[src/rtl/pc_fetch_unit.sv]
// Instruction fetch stage: program counter, redirect target selection and
// wrong-path squashing of the words fetched after a taken redirect.
module pc_fetch_unit #(
    parameter int                 PC_W        = 8,
    parameter int                 INSTR_W     = 16,
    parameter int                 FLUSH_DEPTH = 2,
    parameter logic [PC_W-1:0]    RESET_PC    = '0,
    parameter logic [INSTR_W-1:0] NOP_WORD    = '0
) (
    input  logic               clk,
    input  logic               rst,
    input  logic               stall,
    input  logic               L_PC,
    input  logic               S11,
    input  logic               S10,
    input  logic [PC_W-1:0]    od_addr,
    input  logic [PC_W-1:0]    dm_addr,
    input  logic [PC_W-1:0]    reg_addr,
    output logic [PC_W-1:0]    imem_addr,
    input  logic [INSTR_W-1:0] imem_data,
    output logic [INSTR_W-1:0] segment,
    output logic [PC_W-1:0]    PC_in,
    output logic               squash
);

    localparam logic [1:0] FLUSH_CNT = 2'(FLUSH_DEPTH);

    logic [PC_W-1:0] pc_p0;
    logic [1:0]      sq_cnt_p0;
    logic [PC_W-1:0] pc_inc;
    logic [PC_W-1:0] target;

    always_comb begin
        pc_inc = pc_p0 + PC_W'(1);
        target = pc_inc;
        case ({S11, S10})
            2'b00:   target = pc_inc;
            2'b01:   target = od_addr;
            2'b10:   target = dm_addr;
            default: target = reg_addr;
        endcase
    end

    // Stage p0: PC and squash counter; a redirect overrides stall and reloads the flush window
    always_ff @(posedge clk) begin
        if (rst) begin
            pc_p0     <= RESET_PC;
            sq_cnt_p0 <= 2'd0;
        end else if (L_PC) begin
            pc_p0     <= target;
            sq_cnt_p0 <= FLUSH_CNT;
        end else if (!stall) begin
            pc_p0 <= pc_inc;
            if (sq_cnt_p0 != 2'd0)
                sq_cnt_p0 <= sq_cnt_p0 - 2'd1;
        end
    end

    // Outputs are unregistered here; the next stage captures them
    always_comb begin
        imem_addr = pc_p0;
        PC_in     = pc_inc;
        squash    = (sq_cnt_p0 != 2'd0);
        segment   = squash ? NOP_WORD : imem_data;
    end

endmodule
[config.mk]
export PLATFORM = sky130hd
export DESIGN_NAME = pc_fetch_unit
export DESIGN_NICKNAME = d
export VERILOG_FILES = /design/src/rtl/pc_fetch_unit.sv
export SDC_FILE = /design/constraint.sdc
export NUM_CORES = 1
export LEC_CHECK = 0
export ABC_CLOCK_PERIOD_IN_PS = 2420
export BUFFER_PORTS_ARGS = -buffer_cell sky130_fd_sc_hd__buf_4
export CAP_MARGIN = 20
export CELL_PAD_IN_SITES_DETAIL_PLACEMENT = 1
export CELL_PAD_IN_SITES_GLOBAL_PLACEMENT = 1
export CORE_MARGIN = 2
export CORE_UTILIZATION = 26
export CTS_CLUSTER_DIAMETER = 30
export DETAILED_ROUTE_END_ITERATION = 10
export PLACE_DENSITY_LB_ADDON = 0.2
export SYNTH_ARGS = -nofsm -noshare
export SYNTH_HDL_FRONTEND = slang
export SYNTH_SLANG_ARGS = --single-unit
[constraint.sdc]
create_clock -name clk -period 2.42 [get_ports clk]
set_input_delay 0.484 -clock clk [delete_from_list [all_inputs] [get_ports clk]]
set_output_delay 0.484 -clock clk [all_outputs]
set_load 0.01 [all_outputs]
==> results.tsv <==
stage	metric	value	unit
status	outcome	finished clean	
critical_path	Worst Path Required	1.94	ns
global_routing	GRT Overall Usage	17.8	%
synthesis	largest family of logic cells by synthesized area	simple AND/OR/NAND/NOR gates	
timing	min cycle time layout	2.23	ns
synthesis	Post-Synth Adder-Cell Area	1.35	%
detailed_routing	vias per cell	4.95	
timing	Setup Viol. Count Final	0	
critical_path	Worst R2R Setup Slack	0.60	ns
clock_tree	TritonCTS Buffers	3	
synthesis	EDFF count, synth	0	
clock_tree	# resized after CTS	0	
synthesis	Cells after Synth	122	
synthesis	XOR/XNOR Fraction of Synth Area	6.59	%
finish	area occupied by multi-input gates	674	µm²
worst_hold_path	Hold Crit Class	in2reg	
finish	Nets	243	
synthesis	sequential area share after synthesis	21.5	%
detailed_routing	DRC Markers	0	
timing	FMAX	448	MHz
die	Core Area	3390	µm²
die	Starting Density	27.4	%
detailed_routing	DR vias	1194	
timing	max-slew violations	0	
power_and_ir_drop	PD cells	398	nW/µm²
clock_tree	CTS tree	done	
critical_path	CP max FO	7	
critical_path	slowest stage delay, CP	0.48	ns
clock_tree	Root Buffer	clkbuf_4	
timing	Worst Skew	0.00415	ns
placed_design	dpl hpwl	2.98	mm
finish	FILL cells	433	
critical_path	type of origin of the critical path	flop	
die	die width	63.8	µm
synthesis	Yosys cell types	33	
global_routing	global-route wire length before repair	5.74	mm
synthesis	Synth Area in Compound Gates	21.7	%
finish	number of antenna diodes	0	
timing	Final Cycle Share	92.2	%
critical_path	CP bufs+invs	1	
synthesis	Post-Synth Simple-Gate Area	30.3	%
global_routing	initial antenna violation count	0	
critical_path	CP Capture Type	primary output	
critical_path	Setup CP Type	reg2out	
global_routing	largest net degree at the start of global routing	18	
synthesis	mux contribution to synthesized area	12.7	%
job	Max Cap Viol	0	
clock_tree	Sink Count	10	
synthesis	#FFs+latches synth	10	
finish	sequential cell area	200	µm²
clock_tree	Post-CTS Setup Inserts	0	
critical_path	crit-path cells	nand3_1 -> nor3_1 -> xor2_1 -> buf_4	
power_and_ir_drop	VDD IR-drop max	0.238	mV
critical_path	kind of cell adding the most delay to the critical path	simple AND/OR/NAND/NOR gates	
power_and_ir_drop	Static Leak	0.758	nW
placed_design	routability cong.	0.795	
synthesis	ys flop type	dfxtp_1	
clock_tree	clock buffer depth	2	
synthesis	most frequent cell after synthesis	and2_1	
synthesis	post-synthesis net count	169	
detailed_routing	Iter 0 DRT Violations	13	
clock_tree	CTS clk-pin slew, worst paths	0.07	ns
die	FP Rows	21	
critical_path	Worst path slowest cell	dfxtp_1	
placed_design	Port Buffers	78	
timing	actual slew at the worst max-slew pin	0.715	ns
detailed_routing	drt first pass iters	4	
detailed_routing	Routed Antenna Nets	0	
clock_tree	Hold-fix buffers, CTS	0	
finish	layout cells sized above 1	44.6	%
synthesis	share of flip-flops with an asynchronous set or reset	0	%
finish	fin cells	241	
synthesis	Syn Area/Cell	7.62	µm²
die	total die area	4070	µm²
timing	Slew headroom	52.2	%
placed_design	cell count after placement	237	
synthesis	top post-synthesis cells by area	dfxtp_1 22%, and2_1 11%, a21oi_1 7.0%	
die	# IOs	79	
finish	Area Overhead vs Synth	68.8	%
clock_tree	worst-skew pair later-pin latency	0.27	ns
synthesis	list of most frequent post-synthesis cells	16 x and2_1, 13 x a21oi_1, 11 x nor2_1	
synthesis	synth warn	0	
clock_tree	H-tree depth	1	
synthesis	area share of the leading cell type in the synthesized netlist	21.5	%
synthesis	Yosys top cell by area	dfxtp_1	
timing	setup TNS	0	ns
timing	RSZ-0062 raised after global routing	false	
global_routing	GRT overflow	0	
synthesis	mapped cell area	930	µm²
finish	utilization after layout	46.3	%
detailed_routing	wire length per cell	14.7	µm
die	DIE HEIGHT	63.8	µm
critical_path	CP Data Arrival Time	1.75	ns
timing	worst hold slack	0.461	ns
detailed_routing	final WL	3.53	mm
timing	final hold vios	0	
global_routing	vias in the first global route	1243	
## path summary, 6_finish.rpt
check,start,end,cells after the start
max,imem_addr[2],PC_in[7],4
min,L_PC,sq_cnt_p0[0],2
max reg2reg,imem_addr[0],imem_addr[4],5
min reg2reg,sq_cnt_p0[1],sq_cnt_p0[1],2
## stage by stage
step | setup slack [ns] | power, mW | cell area (µm²)
final | 0.188 | 0.624 | 1570
after floorplan | 0.654 | 0.328 | 930
after global routing | 0.0325 | 0.666 | 1570
after CTS | 0.167 | 0.636 | 1570
after detailed placement | 0.465 | 0.477 | 1530
after global placement | 0.597 | 0.469 | 1530
## state kept, by name, indices dropped and copies added (netlist names)
register   flops
imem_addr      8
sq_cnt_p0      2
## logic make-up (layout without fill, tap and decap cells)
group / count (synthesis) / after routing
adder cells (fa/ha/maj): 1 / 1
AND/OR/NAND/NOR: 51 / 51
buffers and inverters: 13 / 86
multiplexers: 9 / 9
AO/OA/AOI/OAI: 31 / 31
flip-flops: 10 / 10
XOR/XNOR: 7 / 7
## layer usage
| layer | up-vias | track usage [%] | wire length, µm | part of all wire [%] |
|---|---|---|---|---|
| met4 | 0 | 3.26 | 10 | 0.28 |
| met1 | 559 | 17.7 | 1330 | 38 |
| met5 | - | 0 | 0 | 0 |
| met2 | 55 | 34.8 | 1900 | 54 |
| li1 | 578 | - | - | - |
| met3 | 2 | 6.51 | 292 | 8.3 |
## layout by cell type (no fill, tap or decap), drive strengths merged
cell type	count
clkbuf	4
mux4	2
and2	16
mux2i	5
nand3b	1
buf	78
nor3	6
a311o	1
nand3	3
xnor2	3
nand2	7
and3	1
a22o	1
a211oi	4
a221oi	1
inv	4
nor2	11
xor2	4
a2bb2oi	2
o21ai	3
dfxtp	10
a31oi	2
ha	1
nor3b	2
o21a	1
nor2b	2
a21oi	13
or3	1
nor4b	1
a21o	2
a2111o	1
mux2	2
## cell type report
type | instances | share of cell area (%)
multi-input cells | 99 | 43.0
repair buffers | 78 | 37.3
inverters | 4 | 0.957
flip-flops and latches | 10 | 12.8
well taps | 46 | 3.67
clock buffers | 4 | 2.31
## where the power goes
| part | switching [mW] | internal [mW] |
|---|---|---|
| Clock | 0.0639 | 0.0916 |
| Combinational | 0.116 | 0.154 |
| Sequential | 0.0206 | 0.178 |
| Total | 0.201 | 0.424 |
Power figures use the tool's default switching activity.
